$ cat src/rtl/render_pkg.sv
// Shared types and constants for the render/game-logic memory scheduler.
// Beam geometry matches a 1344x806 total raster.
package render_pkg;

  localparam int ADDR_W = 14;
  localparam int DATA_W = 16;

  localparam logic [10:0] H_TOTAL       = 11'd1344;
  localparam logic [9:0]  V_TOTAL       = 10'd806;
  localparam logic [9:0]  GL_FIRST_LINE = 10'd796;
  localparam logic [9:0]  GUARD_LINE    = 10'd805;

  typedef enum logic [1:0] {
    REN   = 2'd0,
    GL    = 2'd1,
    GUARD = 2'd2
  } state_t;

  typedef enum logic {
    OWN_REN = 1'b0,
    OWN_GL  = 1'b1
  } owner_t;

  function automatic logic at_line(
    input logic [10:0] x,
    input logic [9:0]  y,
    input logic [9:0]  line
  );
    return (x == 11'd0) && (y == line);
  endfunction

endpackage

$ cat src/rtl/mem_return_pipe.sv
// Two-stage owner-tag pipeline that steers memory read data back to
// whichever requester issued the read, regardless of later ownership.
module mem_return_pipe
  import render_pkg::*;
(
  input  logic              clk,
  input  logic              rst,
  input  logic              acc_rd,
  input  owner_t            acc_owner,
  input  logic [DATA_W-1:0] mem_rdata,
  output logic              rd_rvalid,
  output logic [DATA_W-1:0] rd_rdata,
  output logic              gl_rvalid,
  output logic [DATA_W-1:0] gl_rdata
);

  logic   v1;
  logic   v2;
  owner_t t1;
  owner_t t2;

  always_ff @(posedge clk) begin
    if (rst) begin
      v1 <= 1'b0;
      v2 <= 1'b0;
      t1 <= OWN_REN;
      t2 <= OWN_REN;
    end else begin
      v1 <= acc_rd;
      t1 <= acc_owner;
      v2 <= v1;
      t2 <= t1;
    end
  end

  // Memory data lands in the cycle after mem_en, aligned with stage 2
  assign rd_rvalid = v2 && (t2 == OWN_REN);
  assign gl_rvalid = v2 && (t2 == OWN_GL);
  assign rd_rdata  = rd_rvalid ? mem_rdata : '0;
  assign gl_rdata  = gl_rvalid ? mem_rdata : '0;

endmodule

$ cat src/rtl/render_scheduler.sv
// Time-slices a single-port memory between the renderer and game logic,
// giving game logic the vertical blanking lines 796..805.
module render_scheduler
  import render_pkg::*;
(
  input  logic              clk,
  input  logic              rst,
  input  logic [10:0]       beam_x,
  input  logic [9:0]        beam_y,
  input  logic              rd_req,
  input  logic [ADDR_W-1:0] rd_addr,
  output logic              rd_gnt,
  output logic              rd_rvalid,
  output logic [DATA_W-1:0] rd_rdata,
  input  logic              gl_req,
  input  logic              gl_we,
  input  logic [ADDR_W-1:0] gl_addr,
  input  logic [DATA_W-1:0] gl_wdata,
  output logic              gl_gnt,
  output logic              gl_rvalid,
  output logic [DATA_W-1:0] gl_rdata,
  output logic              mem_en,
  output logic              mem_we,
  output logic [ADDR_W-1:0] mem_addr,
  output logic [DATA_W-1:0] mem_wdata,
  input  logic [DATA_W-1:0] mem_rdata,
  output logic              frame_start,
  output logic [15:0]       gl_cycles,
  output logic              gl_overrun
);

  state_t state;
  state_t state_nx;
  logic   go_gl;
  logic   go_guard;
  logic   acc;
  logic   acc_we;
  logic   acc_rd;
  owner_t acc_owner;

  always_ff @(posedge clk) begin
    if (rst) state <= REN;
    else     state <= state_nx;
  end

  always_comb begin
    state_nx = state;
    rd_gnt   = 1'b0;
    gl_gnt   = 1'b0;
    go_gl    = 1'b0;
    go_guard = 1'b0;
    unique case (state)
      REN: begin
        rd_gnt = rd_req;
        if (at_line(beam_x, beam_y, GL_FIRST_LINE)) begin
          state_nx = GL;
          go_gl    = 1'b1;
        end
      end
      GL: begin
        gl_gnt = gl_req;
        if (at_line(beam_x, beam_y, GUARD_LINE)) begin
          state_nx = GUARD;
          go_guard = 1'b1;
        end
      end
      GUARD: begin
        rd_gnt = rd_req;
        if (at_line(beam_x, beam_y, 10'd0)) state_nx = REN;
      end
      default: state_nx = REN;
    endcase
    // Nothing is accepted while reset is held
    if (rst) begin
      rd_gnt   = 1'b0;
      gl_gnt   = 1'b0;
      go_gl    = 1'b0;
      go_guard = 1'b0;
    end
  end

  assign acc       = rd_gnt || gl_gnt;
  assign acc_we    = gl_gnt && gl_we;
  assign acc_rd    = acc && !acc_we;
  assign acc_owner = gl_gnt ? OWN_GL : OWN_REN;

  always_ff @(posedge clk) begin
    if (rst) begin
      mem_en    <= 1'b0;
      mem_we    <= 1'b0;
      mem_addr  <= '0;
      mem_wdata <= '0;
    end else begin
      mem_en <= acc;
      mem_we <= acc_we;
      if (gl_gnt) begin
        mem_addr  <= gl_addr;
        mem_wdata <= gl_wdata;
      end else if (rd_gnt) begin
        mem_addr <= rd_addr;
      end
    end
  end

  always_ff @(posedge clk) begin
    if (rst) begin
      frame_start <= 1'b0;
      gl_cycles   <= '0;
      gl_overrun  <= 1'b0;
    end else begin
      frame_start <= go_gl;
      if (go_gl) begin
        gl_cycles <= '0;
      end else if (gl_gnt && (gl_cycles != 16'hFFFF)) begin
        gl_cycles <= gl_cycles + 16'd1;
      end
      // A request still waiting when the window closes is an overrun
      if (go_guard && gl_req) gl_overrun <= 1'b1;
    end
  end

  mem_return_pipe u_ret (
    .clk       (clk),
    .rst       (rst),
    .acc_rd    (acc_rd),
    .acc_owner (acc_owner),
    .mem_rdata (mem_rdata),
    .rd_rvalid (rd_rvalid),
    .rd_rdata  (rd_rdata),
    .gl_rvalid (gl_rvalid),
    .gl_rdata  (gl_rdata)
  );

endmodule

$ cat config.mk
export PLATFORM = sky130hd
export DESIGN_NAME = render_scheduler
export DESIGN_NICKNAME = d
export VERILOG_FILES = /design/src/rtl/render_pkg.sv /design/src/rtl/mem_return_pipe.sv /design/src/rtl/render_scheduler.sv
export SDC_FILE = /design/constraint.sdc
export NUM_CORES = 1
export LEC_CHECK = 0
export CORE_ASPECT_RATIO = 1.75
export CORE_MARGIN = 2
export CORE_UTILIZATION = 40
export DETAILED_ROUTE_END_ITERATION = 10
export PLACE_DENSITY = 0.87
export SYNTH_ARGS = -nofsm -noshare
export SYNTH_HDL_FRONTEND = slang
export SYNTH_SLANG_ARGS = --single-unit
$ cat constraint.sdc
create_clock -name clk -period 2.8 [get_ports clk]
set_input_delay 0.56 -clock clk [delete_from_list [all_inputs] [get_ports clk]]
set_output_delay 0.56 -clock clk [all_outputs]
set_load 0.03 [all_outputs]
==> results of run 1 <==
-- layout make-up --
class / count / area [um2] / share of cell area, %
Clock buffer: 8 / 146 / 3.13
Sequential cell: 56 / 1120 / 24.0
Inverter: 6 / 22.5 / 0.482
Multi-Input combinational cell: 238 / 1490 / 31.9
Timing Repair Buffer: 180 / 1790 / 38.2
Tap cell: 82 / 103 / 2.20
-- kinds of logic after synthesis --
family	count (synthesis)	share of synthesized area, %
buffers and inverters	24	3.75
flip-flops	56	41.5
AND/OR/NAND/NOR	156	33.3
multiplexers	14	5.18
AO/OA/AOI/OAI	67	15.9
adder cells (fa/ha/maj)	1	0.463
-- state kept, by name, indices dropped and copies added, names as in the netlist --
signal       count
gl_cycles       16
mem_wdata       16
mem_addr        14
state            2
frame_start      1
gl_overrun       1
mem_en           1
mem_we           1
u_ret.t1         1
u_ret.t2         1
u_ret.v1         1
u_ret.v2         1
-- power by group --
part,internal (W),total (W),switching (W)
Sequential,0.000808,0.000813,0.00000543
Combinational,0.000159,0.000258,0.0000997
Clock,0.000357,0.000625,0.000268
Total,0.00132,0.00170,0.000373
-- metal layers --
metal  vias to the layer above  routed length, um  track usage [%]
li1                       1494                  -                -
met2                       135               4670             43.1
met5                         -                  0                0
met1                      1376               2840             21.6
met4                         0                179             8.84
met3                        12                697             5.96
-- per-stage QoR --
stage                     power [W]  cells
after detailed placement    0.00109    562
after global placement      0.00109    562
final                       0.00170    570
after global routing        0.00176    570
after floorplan            0.000917    318
after CTS                   0.00172    570
-- how the worst max path moves through the flow --
stage                         from      endpoint  slack (ns)  cells after the start
3_5_place_dp         mem_rdata[15]  gl_rdata[15]        0.35                      3
2_1_floorplan  u_ret.v2$_SDFF_PP0_  rd_rdata[10]        0.77                      3
4_1_cts        u_ret.t2$_SDFF_PP0_  rd_rdata[14]        0.28                      4
6_report       u_ret.t2$_SDFF_PP0_  rd_rdata[15]        0.30                      4
3_3_place_gp         mem_rdata[15]  gl_rdata[15]        0.37                      3
5_1_grt        u_ret.t2$_SDFF_PP0_   rd_rdata[6]        0.18                      4
-- worst min-delay path: cells and delay by family (launching register included) --
family / cells / cell delay [ns]
DFF: 1 / 0.31
and+or+nand+nor: 1 / 0.05
AOI/OAI and AO/OA: 1 / 0.05
-- placed cells by master (no fill, tap or decap), types with 4 or more instances in the layout --
cell	instances
inv_1	6
nor2b_1	4
nand3_1	10
o31ai_1	9
nand2_1	39
and3_1	17
nor4_1	8
a21oi_1	29
buf_4	10
and2_1	17
clkbuf_16	5
nor2_1	21
a211oi_1	15
dfxtp_1	56
or3_1	6
or4_1	6
nand4_1	5
o21ai_0	7
clkdlybuf4s50_1	169
mux2i_1	14
nor3_1	4
==> metrics.txt, run 1 <==
synth cell count leaders=dfxtp_1 (56), nand2_1 (39), a21oi_1 (29); Die Ht=113 um; Synth Flop Type=dfxtp_1; Congestion Overflow GR=0; sequential element share of the synthesized area=41.5%; Slew @ Worst Pin=0.539 ns; Post-synth EDFFs=0; CP Class=reg2out; clk buf depth=2; I/O Buffers=171; synth warn=0; FF-to-FF Start=gl_cycles[0]$_SDFFE_PP0P_; final worst path period share=89.1%; worst reg-to-reg path cell count=5; Hold Violations, Final=0; Yosys top cell area share=41.5%; CTS clk-pin slew, worst paths=0.07 ns; Setup Total Neg Slack=0 ns; vias in the first global route=2,981; core box area=6540 um2; Root Buffer=clkbuf_16; via/cell ratio=5.29; Clock Latency Late Sink=0.29 ns; max-slew violations=0; layout cell share with drive strength beyond 1=6.35%; First DRT Iteration DRCs=126; RSZ-0062 raised after global routing=no; DIE AREA=7460 um2; CTS-repair resized insts=0; DRT Wirelength=8390 um; CTS tree=done; R2R Setup Slk=0.97 ns; via count=3,017; routed len/inst=14.7 um; Leakage=1.70 nW; WHS=0.453 ns; most frequent cell after synthesis=dfxtp_1; start point of the worst hold path=mem_wdata[6]$_SDFFE_PP0P_; crit path cell chain=nor2b_1, buf_4, and2_1, clkdlybuf4s50_1; critical path's top delay family=buffers and inverters; chip width=66.2 um; CP Max Fanout=18; Num Clock Sinks=56; synthesized instance count=318; # setup viols final=0; first-pass GRT wire length=13,400 um; DRC=0; Worst EP required=2.24 ns; synth unique cells=43; critical path launch point type=flop; NumNets Final=574; largest net degree at the start of global routing=41; area added between synthesis and finish=72.8%; CP max stage cell=dfxtp_1; maxcap violations=0; cell area after synthesis=2700 um2; Mapped Nets=405; final core occ=71.5%; Top-Level Pins=172; WP buf/inv=2; Pwr Density=363 nW/um2; Avg Cell Area, Syn=8.50 um2; R2R Path End=gl_cycles[9]$_SDFFE_PP0P_; Worst slew margin=63.8%; CP Capture Type=output port; slowest cell delay on critical path=0.61 ns; first drt pass iteration count=4; H-tree depth=2; Diodes inserted=0; clock skew=0.00449 ns; final instance area=4670 um2; asr flop ratio synth=0%; # Post-CTS Setup Buffers=0; Yosys reg bits=56; WHS Path Cells=2; Max Clk Rate=0.401 GHz; Post-DP HPWL=6580 um; initial antenna violation count=0; FILL cells=511; Synth area leaders=dfxtp_1 (41%), nand2_1 (5.4%), a21oi_1 (5.4%); hold-fix buffers at CTS=0; run status=completed; final worst slack=0.305 ns; Final GP Congestion=0.875; Site Rows=39; initial core utilization=41.4%; Worst Hold End=mem_wdata[6]$_SDFFE_PP0P_; worst min path class=reg2reg; GR Util All Layers=22.4%; Worst EP arrival=1.94 ns; pre-CTS WS=0.345 ns; total CTS buffers=5; Synth area leader=dfxtp_1; peak supply drop=0.501 mV; placed cell area=4530 um2; post-route ant nets=0; minimum clock period after layout=2.50 ns
(Power assumes the default switching activity.)
==> run 2, diff against run 1 <==
--- a/config.mk
+++ b/config.mk
@@ -6,7 +6,6 @@
 export NUM_CORES = 1
 export LEC_CHECK = 0
 export CORE_ASPECT_RATIO = 1.75
-export CORE_MARGIN = 2
 export CORE_UTILIZATION = 40
 export DETAILED_ROUTE_END_ITERATION = 10
 export PLACE_DENSITY = 0.87
==> run 2 against run 1 <==
Maximum frequency down 0.81%; non-clock buffer count down 1; clock skew up 0.0021 ns; combinational power about the same; cell count down 0.18%; clock-buffer cell count down 1; global-route usage up 0.90 points; critical path type unchanged; clock power about the same; sequential share of layout area up 0.084 points; flip-flop and latch count unchanged; critical path depth unchanged; total power up 0.11%.
==> metrics.txt, run 2 (same netlist as run 1, synthesis figures left out) <==
RSZ-0062 raised after global routing=no; hold-fix buffers at CTS=0; layout cell share with drive strength beyond 1=6.37%; vias in the first global route=2,979; via/cell ratio=5.34; critical path launch point type=flop; maxcap violations=0; Tot Pwr=0.00170 W; WHS=0.428 ns; DIE AREA=7110 um2; Max Clk Rate=0.398 GHz; final worst slack=0.284 ns; Site Rows=39; CTS clk-pin slew, worst paths=0.07 ns; NumNets Final=573; Multi-input gate area=1490 um2; initial core utilization=41.4%; crit path cell chain=nor2b_1, buf_4, and2_1, clkdlybuf4s50_1; register area=1120 um2; I/O Buffers=171; CP max stage cell=dfxtp_1; final worst path period share=89.8%; post-route ant nets=0; # setup viols final=0; Slew @ Worst Pin=0.621 ns; first-pass GRT wire length=13,300 um; clock skew=0.00656 ns; initial antenna violation count=0; FILL cells=523; final core occ=71.2%; DRT Wirelength=8230 um; pre-CTS WS=0.373 ns; CP Max Fanout=18; CP Capture Type=output port; met2 usage=46.3%; worst min path class=reg2reg; GR Util All Layers=23.3%; CTS tree=done; Clock Latency Late Sink=0.29 ns; leading cell types in the layout, fill and taps excluded=clkdlybuf4s50_1 (169), dfxtp_1 (56), nand2_1 (39); met3 Track Usage GR=5.66%; peak supply drop=0.461 mV; Diodes inserted=0; Pwr Density=365 nW/um2; H-tree depth=2; minimum clock period after layout=2.52 ns; Num Clock Sinks=56; slowest cell delay on critical path=0.62 ns; Leakage=1.69 nW; core box area=6540 um2; routed len/inst=14.5 um; Final GP Congestion=0.858; via count=3,040; CP Class=reg2out; Worst EP arrival=1.96 ns; max-slew violations=0; Congestion Overflow GR=0; CTS-repair resized insts=0; First DRT Iteration DRCs=122; # Post-CTS Setup Buffers=0; Top-Level Pins=172; DRC=0; first drt pass iteration count=4; GR peak layer=met2; total CTS buffers=5; largest net degree at the start of global routing=41; Hold Violations, Final=0; biggest regs=gl_cycles x16, mem_wdata x16, mem_addr x14; Setup Total Neg Slack=0 ns; Root Buffer=clkbuf_16; clk buf depth=2; chip width=64.2 um; Post-DP HPWL=6360 um; commonest non-fill, non-tap cell in the layout=clkdlybuf4s50_1; area added between synthesis and finish=72.2%; GRT met1 Usage=21.6%; run status=completed; Worst slew margin=58.3%; Die Ht=111 um; Worst EP required=2.24 ns
run 2: cell count changes in the layout (fill, tap and decap cells not counted), sizes merged:
cell / before / now
buf: 11 / 10
clkbuf: 8 / 7
clkinvlp: 0 / 1
run 2: final cells by class:
type | count | share of cell area, %
Inverter | 6 | 0.484
Tap cell | 82 | 2.20
Clock buffer | 7 | 3.06
Sequential cell | 56 | 24.1
Timing Repair Buffer | 179 | 37.9
Clock inverter | 1 | 0.161
Multi-Input combinational cell | 238 | 32.1
run 2: final timing paths:
path / start / endpoint / slack, ns / depth (start not counted)
worst max-delay path: u_ret.t2$_SDFF_PP0_ / rd_rdata[13] / 0.28 / 4
worst min-delay path: u_ret.v1$_SDFF_PP0_ / u_ret.v2$_SDFF_PP0_ / 0.43 / 1
worst max register to register: gl_cycles[0]$_SDFFE_PP0P_ / gl_cycles[9]$_SDFFE_PP0P_ / 0.94 / 5
worst min register to register: u_ret.v1$_SDFF_PP0_ / u_ret.v2$_SDFF_PP0_ / 0.43 / 1
run 2: report_power, final:
part,internal (W),switching (W)
registers,0.000808,0.00000518
logic,0.000158,0.0000995
clock network,0.000357,0.000272
run 2: metal layers:
layer	vias up	share of wire, %
met4	0	2.9
li1	1495	-
met2	151	54
met3	16	8.4
met5	-	0
met1	1378	35
run 2: metrics by stage:
stage,std cells,instance area [um2]
detailed placement,561,4510
global placement,561,4510
global route,569,4660
CTS,569,4660
floorplan,318,2700
finish,569,4660
run 2: worst max-delay path, delay by kind of cell, from the launching register on:
family	cells	cell delay, ns
buf+inv	2	0.79
flops	1	0.62
simple gates	2	0.26
